**config.mk**
```make
export PLATFORM = sky130hd
export DESIGN_NAME = alu4_word_sequencer
export DESIGN_NICKNAME = d
export VERILOG_FILES = /design/src/rtl/alu4_seq_pkg.sv /design/src/rtl/alu4_word_sequencer.sv
export SDC_FILE = /design/constraint.sdc
export NUM_CORES = 1
export LEC_CHECK = 0
export CORE_ASPECT_RATIO = 0.75
export CORE_MARGIN = 8
export CORE_UTILIZATION = 51
export DETAILED_ROUTE_END_ITERATION = 16
export GPL_ROUTABILITY_DRIVEN = 0
export PLACE_DENSITY = 0.83
export SYNTH_ARGS = -nofsm -noshare
export SYNTH_HDL_FRONTEND = slang
export SYNTH_SLANG_ARGS = --single-unit
```
**constraint.sdc**
```tcl
create_clock -name clk -period 3.8 [get_ports clk]
set_input_delay 0.95 -clock clk [delete_from_list [all_inputs] [get_ports clk]]
set_output_delay 0.95 -clock clk [all_outputs]
set_load 0.01 [all_outputs]
```
**src/rtl/alu4_seq_pkg.sv**
```systemverilog
// Shared types and constants for the nibble-serial ALU word sequencer.
// The state enum, nibble width and counter-width helper live here.
package alu4_seq_pkg;

   localparam int unsigned NIBBLE_W = 4;

   typedef enum logic [1:0] {
      StIdle,
      StRun,
      StDone
   } state_e;

   // Ceiling log2, floored at 1 so a counter always has at least one bit.
   function automatic int unsigned clog2(input int unsigned n);
      int unsigned w;
      w = 0;
      for (int unsigned i = 0; i < 32; i++) begin
         if ((32'd1 << i) < n) w = i + 1;
      end
      if (w == 0) w = 1;
      return w;
   endfunction

endpackage

```
**src/rtl/alu4_word_sequencer.sv**
```systemverilog
// Drives a 4-bit combinational ALU slice one nibble per cycle to execute a wide
// operation, chaining carries between nibbles and assembling the word result.
module alu4_word_sequencer
   import alu4_seq_pkg::*;
#(
   parameter int unsigned NIBBLES = 4
) (
   input  logic                         clk,
   input  logic                         rst_n,
   input  logic                         req_valid,
   output logic                         req_ready,
   input  logic [3:0]                   req_op,
   input  logic [NIBBLES*NIBBLE_W-1:0]  req_a,
   input  logic [NIBBLES*NIBBLE_W-1:0]  req_b,
   input  logic                         req_cin,
   input  logic                         req_rin,
   input  logic                         req_msn_first,
   output logic [3:0]                   alu_op,
   output logic [NIBBLE_W-1:0]          alu_a,
   output logic [NIBBLE_W-1:0]          alu_b,
   output logic                         alu_cin,
   output logic                         alu_rin,
   input  logic [NIBBLE_W-1:0]          alu_y,
   input  logic                         alu_cout,
   input  logic                         alu_rout,
   input  logic                         alu_ovf,
   input  logic                         alu_zero,
   output logic                         rsp_valid,
   input  logic                         rsp_ready,
   output logic [NIBBLES*NIBBLE_W-1:0]  rsp_y,
   output logic                         rsp_cout,
   output logic                         rsp_rout,
   output logic                         rsp_ovf,
   output logic                         rsp_zero
);

   localparam int unsigned W    = NIBBLES * NIBBLE_W;
   localparam int unsigned IdxW = clog2(NIBBLES);
   localparam logic [IdxW-1:0] IdxLast = IdxW'(NIBBLES - 1);

   state_e          state_q, state_d;
   logic [IdxW-1:0] idx_q, idx_d;
   logic [3:0]      op_q, op_d;
   logic [W-1:0]    a_q, a_d;
   logic [W-1:0]    b_q, b_d;
   logic            msn_q, msn_d;
   logic            c_q, c_d;
   logic            r_q, r_d;
   logic [W-1:0]    y_q, y_d;
   logic            zero_q, zero_d;
   logic            cout_q, cout_d;
   logic            rout_q, rout_d;
   logic            ovf_q, ovf_d;

   logic [NIBBLE_W-1:0] a_nib, b_nib;
   logic                last_nib;

   assign last_nib = msn_q ? (idx_q == '0) : (idx_q == IdxLast);

   always_comb begin
      a_nib = '0;
      b_nib = '0;
      for (int unsigned i = 0; i < NIBBLES; i++) begin
         if (idx_q == IdxW'(i)) begin
            a_nib = a_q[i*NIBBLE_W +: NIBBLE_W];
            b_nib = b_q[i*NIBBLE_W +: NIBBLE_W];
         end
      end
   end

   always_comb begin
      state_d = state_q;
      idx_d   = idx_q;
      op_d    = op_q;
      a_d     = a_q;
      b_d     = b_q;
      msn_d   = msn_q;
      c_d     = c_q;
      r_d     = r_q;
      y_d     = y_q;
      zero_d  = zero_q;
      cout_d  = cout_q;
      rout_d  = rout_q;
      ovf_d   = ovf_q;
      alu_op  = '0;
      alu_a   = '0;
      alu_b   = '0;
      alu_cin = 1'b0;
      alu_rin = 1'b0;

      unique case (state_q)
         StIdle: begin
            if (req_valid) begin
               state_d = StRun;
               op_d    = req_op;
               a_d     = req_a;
               b_d     = req_b;
               msn_d   = req_msn_first;
               c_d     = req_cin;
               r_d     = req_rin;
               idx_d   = req_msn_first ? IdxLast : '0;
               zero_d  = 1'b1;
            end
         end
         StRun: begin
            alu_op  = op_q;
            alu_a   = a_nib;
            alu_b   = b_nib;
            // c_q/r_q hold the captured carries on the first nibble, then the chain.
            alu_cin = c_q;
            alu_rin = r_q;
            c_d     = alu_cout;
            r_d     = alu_rout;
            zero_d  = zero_q & alu_zero;
            for (int unsigned i = 0; i < NIBBLES; i++) begin
               if (idx_q == IdxW'(i)) y_d[i*NIBBLE_W +: NIBBLE_W] = alu_y;
            end
            if (last_nib) begin
               state_d = StDone;
               idx_d   = '0;
               cout_d  = alu_cout;
               rout_d  = alu_rout;
               // Overflow is only meaningful when the sign nibble is processed last.
               ovf_d   = ~msn_q & alu_ovf;
            end else begin
               idx_d = msn_q ? idx_q - 1'b1 : idx_q + 1'b1;
            end
         end
         StDone: begin
            if (rsp_ready) state_d = StIdle;
         end
         default: state_d = StIdle;
      endcase
   end

   assign req_ready = (state_q == StIdle);
   assign rsp_valid = (state_q == StDone);
   assign rsp_y     = y_q;
   assign rsp_cout  = cout_q;
   assign rsp_rout  = rout_q;
   assign rsp_ovf   = ovf_q;
   assign rsp_zero  = zero_q;

   always_ff @(posedge clk or negedge rst_n) begin
      if (!rst_n) begin
         state_q <= StIdle;
         idx_q   <= '0;
         op_q    <= '0;
         a_q     <= '0;
         b_q     <= '0;
         msn_q   <= 1'b0;
         c_q     <= 1'b0;
         r_q     <= 1'b0;
         y_q     <= '0;
         zero_q  <= 1'b0;
         cout_q  <= 1'b0;
         rout_q  <= 1'b0;
         ovf_q   <= 1'b0;
      end else begin
         state_q <= state_d;
         idx_q   <= idx_d;
         op_q    <= op_d;
         a_q     <= a_d;
         b_q     <= b_d;
         msn_q   <= msn_d;
         c_q     <= c_d;
         r_q     <= r_d;
         y_q     <= y_d;
         zero_q  <= zero_d;
         cout_q  <= cout_d;
         rout_q  <= rout_d;
         ovf_q   <= ovf_d;
      end
   end

endmodule

```
# Word-level counts from Yosys, hierarchy flattened
# Index checks and enable logic that the tools add are counted.
dict set report op_classes {
  addsub 2
  mux 29
  bitwise_logic 3
  eq_ne 8
  reduce_logical 11
}
# op n
set ops {}
lappend ops {{two-way mux 4 bit} 11}
lappend ops {{two-way mux 2 bit} 7}
lappend ops {{AND reduction 2 bit} 7}
lappend ops {{equality test 2 bit, second input constant} 3}
lappend ops {{two-way mux 1 bit} 6}
lappend ops {{case mux 1 bit (2 select lines)} 3}
lappend ops {{case mux 2 bit (3 select lines)} 1}
lappend ops {{equality test 2 x 1 -> 1 bit, second input constant} 2}
lappend ops {{zero test 2 bit} 2}
lappend ops {{!= test 2 bit, second input constant} 2}
lappend ops {{case mux 2 bit (2 select lines)} 1}
lappend ops {{AND reduction 3 bit} 1}
lappend ops {{adder 2 x 1 -> 2 bit, second input constant} 1}
lappend ops {{AND 1 bit} 2}
lappend ops {{!= test 2 x 1 -> 1 bit, second input constant} 1}
lappend ops {{nonzero test 2 bit} 1}
lappend ops {{subtractor 2 x 1 -> 2 bit, second input constant} 1}
lappend ops {{NOT 1 bit} 1}
dict set report word_totals {
  inputBits 51
  out_inout_bits 36
  ff_bits 63
}

# Depth between registers and ports, before layout
dict set report logic_depth {
  word_depth 6
  depth_mapped 6
}

# Worst setup path before layout
# OpenSTA, ideal clock, no wires.
dict set report synth_path {
  path_kind {register -> output}
  start {register idx_q[0]}
  end {output alu_a[0]}
  path_buffers 1
  path_stages_with_launch 7
  t_required_ns 2.850
  arrival_ns 1.638
  setup_slack_ns 1.212
  cell_sequence {dfrtp_1 > inv_1 > ha_1 > nor2b_1 > clkbuf_1 > a221oi_1 > o41ai_1}
}
dict set report synth_between {
  elab_chain_len 6
}
# element line_no
set synth_rtl {}
lappend synth_rtl {{from (decl)} alu4_word_sequencer.sv:42} ;# logic [IdxW-1:0] idx_q, idx_d;
lappend synth_rtl {{from (signal assigned)} alu4_word_sequencer.sv:161} ;# idx_q <= idx_d;
lappend synth_rtl {{zero test 2 bit} alu4_word_sequencer.sv:64} ;# if (idx_q == IdxW'(i)) begin
lappend synth_rtl {{two-way mux 4 bit (3 in series)} alu4_word_sequencer.sv:64}
lappend synth_rtl {{two-way mux 4 bit (*)} alu4_word_sequencer.sv:64}
lappend synth_rtl {{two-way mux 4 bit (*)} alu4_word_sequencer.sv:91} ;# unique case (state_q)
lappend synth_rtl {{to (decl)} alu4_word_sequencer.sv:19} ;# output logic [NIBBLE_W-1:0] alu_a,
# Every way passes the cells marked *; elsewhere a longest branch is shown, timed or not.

# Final worst setup path
dict set report layout_path {
  start {register idx_q[0]}
  end {output alu_b[3]}
}
dict set report layout_between {
  elab_chain_len 6
}
# element line_no
set layout_rtl {}
lappend layout_rtl {{zero test 2 bit} alu4_word_sequencer.sv:64}
lappend layout_rtl {{two-way mux 4 bit (3 in series)} alu4_word_sequencer.sv:64}
lappend layout_rtl {{two-way mux 4 bit (*)} alu4_word_sequencer.sv:64}
lappend layout_rtl {{two-way mux 4 bit (*)} alu4_word_sequencer.sv:91}
lappend layout_rtl {{to (decl)} alu4_word_sequencer.sv:20} ;# output logic [NIBBLE_W-1:0] alu_b,
# Marked as above.

==> out/metrics.json <==
{
  "global_routing": {
    "initial_antenna_violation_count": 0,
    "grt_start_max_net_pins": 39,
    "grt_pass1_vias": 2242,
    "grt_use_total_pct": 17.6,
    "gr-total-overflow": 0,
    "grt_pass1_wl_mm": 11.5
  },
  "placement": {
    "hpwl_mm": 5.31,
    "placed_cell_area_um2": 3800,
    "pre_cts_ws_ns": 0.354,
    "place_inst": 375,
    "place.port_buffers": 86
  },
  "sta": {
    "worstMarginPinSlew_ns": 0.716,
    "finalCriticalPeriod_ns": 3.68,
    "final.hold.worst_slack_ns": 0.478,
    "period_share_pct": 96.7,
    "timing.final.setup_violations": 0,
    "finalHoldViolations": 0,
    "setup_total_negative_slack_ns": 0,
    "worst_slew_margin_rel_pct": 52.3,
    "finalClockSkew_ns": 0.00942,
    "timing.final.max_slew_violations": 0,
    "maximum_clock_rate_ghz": 0.272,
    "rsz0062_at_grt": "no",
    "timing.final.ws_setup_ns": 0.125
  },
  "logic_synthesis": {
    "seq_total_area_yosys_pct": 53.8,
    "synth.avg_cell_area_um2": 13.3,
    "syn_nets": 277,
    "netlist_area_um2": 2930,
    "synth_top_area_share_pct": 53.8,
    "synth-seq-cells": 63,
    "synth_cells": 221,
    "yosys_most_used_dff": "dfrtp_1",
    "number_of_synthesized_flops_with_an_enable_pin": 0,
    "post_synth_main_area_contributors": "dfrtp_1 (54%), mux2_2 (14%), mux2_4 (5.1%)",
    "synth.lib_cells_used.distinct": 37,
    "yosysTopAreaCell": "dfrtp_1",
    "async_reset_ff_share_pct": 100,
    "synth_warnings": 0
  },
  "detailed_routing": {
    "avgRoutedWirePerCell_um": 18.6,
    "drt_pass1_iterations": 4,
    "vias_per_cell": 5.37,
    "finalWirelength_mm": 7.26,
    "drt_iter0_markers": 41,
    "route.detailed.drc": 0,
    "ant_nets": 0,
    "via_count": 2100
  },
  "setup_path": {
    "worstPathArrival_ns": 2.73,
    "critical_path.reg2reg.startpoint": "idx_q[0]",
    "critical_path.slowest_cell": "clkdlybuf4s50_1",
    "crit-reg2reg-capture": "rsp_cout",
    "timing.critical_path.fanout_max": 7,
    "setup.worst_path.start_class": "flop",
    "crit_chain": "inv_1, ha_1, nor2b_2, a221oi_1, o41ai_1, clkdlybuf4s50_1",
    "cp.required_ns": 2.85,
    "cp-end-kind": "output pin",
    "regToRegSetupSlack_ns": 1.71,
    "worstRegToRegCells": 4,
    "cp_slowest_stage_delay_ns": 0.64,
    "path_class": "flop to output pin"
  },
  "hold_path": {
    "hold_path_class": "flop to flop",
    "worst_hold_path.num_cells": 1,
    "holdCritStartpoint": "op_q[3]",
    "timing.hold.worst_endpoint": "op_q[3]"
  },
  "finish": {
    "layout_commonest_cell": "clkdlybuf4s50_1",
    "most_frequent_cells_in_the_layout": "clkdlybuf4s50_1 (85), dfrtp_1 (63), mux2_2 (36)",
    "drive_above_1_share_pct": 22.4,
    "layout.cells.non_filler": 391,
    "fin_nets": 364,
    "num_antenna_cells": 0,
    "fill_cells": 396,
    "finished_cell_area_um2": 4030,
    "utilization_pct": 71.0,
    "layout-area-overhead-vs-synth_pct": 37.4
  },
  "power_and_ir_drop": {
    "power_density_nw_per_um2": 856,
    "total_chip_power_mw": 3.45,
    "cellLeakagePower_nw": 1.68,
    "ir_worst_vdd_v": 0.000436
  },
  "floorplan": {
    "die_w_um": 104,
    "core_region_area_um2": 5680,
    "row_count": 24,
    "floorplan_die_height_um": 81.7,
    "io-pin-count": 87,
    "design.die.area_um2": 8460,
    "start_util_pct": 51.7
  },
  "cts": {
    "clkSinkCount": 63,
    "hold_buffers": 0,
    "root_buffer": "clkbuf_8",
    "worst_skew_pair.late_latency_ns": 0.34,
    "cts.path.max_buffers": 2,
    "tritoncts_clock_tree": "done",
    "numCtsBuffers": 9,
    "cts.htree.levels": 3,
    "clk_pin_slew_ns": 0.07
  },
  "run_status": {
    "status": "completed"
  },
  "run": {
    "cap_viol_max_count": 0
  }
}
[worst max-delay path by stage]
stage	from	to	slack (ns)	cells past startpoint
4_1_cts	idx_q[0]	alu_b[3]	0.17	6
3_5_place_dp	idx_q[0]	alu_b[3]	0.35	6
2_1_floorplan	idx_q[0]	alu_a[0]	1.21	6
5_1_grt	idx_q[0]	alu_b[3]	0.06	6
6_report	idx_q[0]	alu_b[3]	0.12	6
3_3_place_gp	idx_q[0]	alu_a[3]	0.56	6
[worst max-delay path, delay by kind of cell, from the launching register on]
| family | cells | cell delay, ns |
|---|---|---|
| flip-flops | 1 | 0.43 |
| buffers and inverters | 2 | 0.78 |
| adder cells (fa/ha/maj) | 1 | 0.21 |
| AO/OA/AOI/OAI | 2 | 0.58 |
| AND/OR/NAND/NOR | 1 | 0.37 |
[cell families after synthesis]
group / Yosys count / share of synthesized area, %
DFF: 63 / 53.8
muxes: 55 / 22.4
AOI/OAI and AO/OA: 32 / 8.02
adders and majority gates: 5 / 2.13
and+or+nand+nor: 48 / 9.18
buffers and inverters: 18 / 4.52
[power breakdown]
| group | switching [mW] | total [mW] | internal (mW) |
|---|---|---|---|
| logic | 0.669 | 1.56 | 0.895 |
| clock network | 0.259 | 0.646 | 0.387 |
| registers | 0.225 | 1.24 | 1.01 |
[per-layer routing]
layer / track usage, % / up-vias / routed length [um]
met5: 0 / - / 0
met4: 10.2 / 0 / 153
met3: 6.66 / 11 / 542
met2: 28.2 / 71 / 3480
met1: 20.3 / 1042 / 3080
li1: - / 976 / -
[final cells by class]
type	instances	area, um^2	area share [%]
Clock buffer	11	141	3.51
Clock inverter	5	81.3	2.02
Inverter	4	15.0	0.373
Multi-Input combinational cell	140	1230	30.6
Sequential cell	63	1580	39.1
Tap cell	78	97.6	2.42
Timing Repair Buffer	90	886	22.0
[state kept, by name (all words and copies together) (netlist names), 2 cells and up]
register / cells
a_q: 16
b_q: 16
idx_q: 2
rsp_y: 16
op_q: 4
state_q: 2
[cells in the mapped netlist (all sizes together), types with 2 or more instances]
master	number
a22oi	2
buf	11
ha	5
mux2	54
nand2	12
nor2	4
nor3b	2
nand3	7
o41ai	7
a221oi	7
inv	4
clkbuf	3
nor2b	13
o21ai	7
a21oi	4
dfrtp	63
and2	6
[repair_timing]
action | in CTS | in global routing
setup buffers | 0 | 0
setup endpoints to repair | 1 | 0
endpoints found under the hold margin | 0 | 0
resized for setup | 1 | 0
Note: power is estimated with default switching activity, not from simulation.
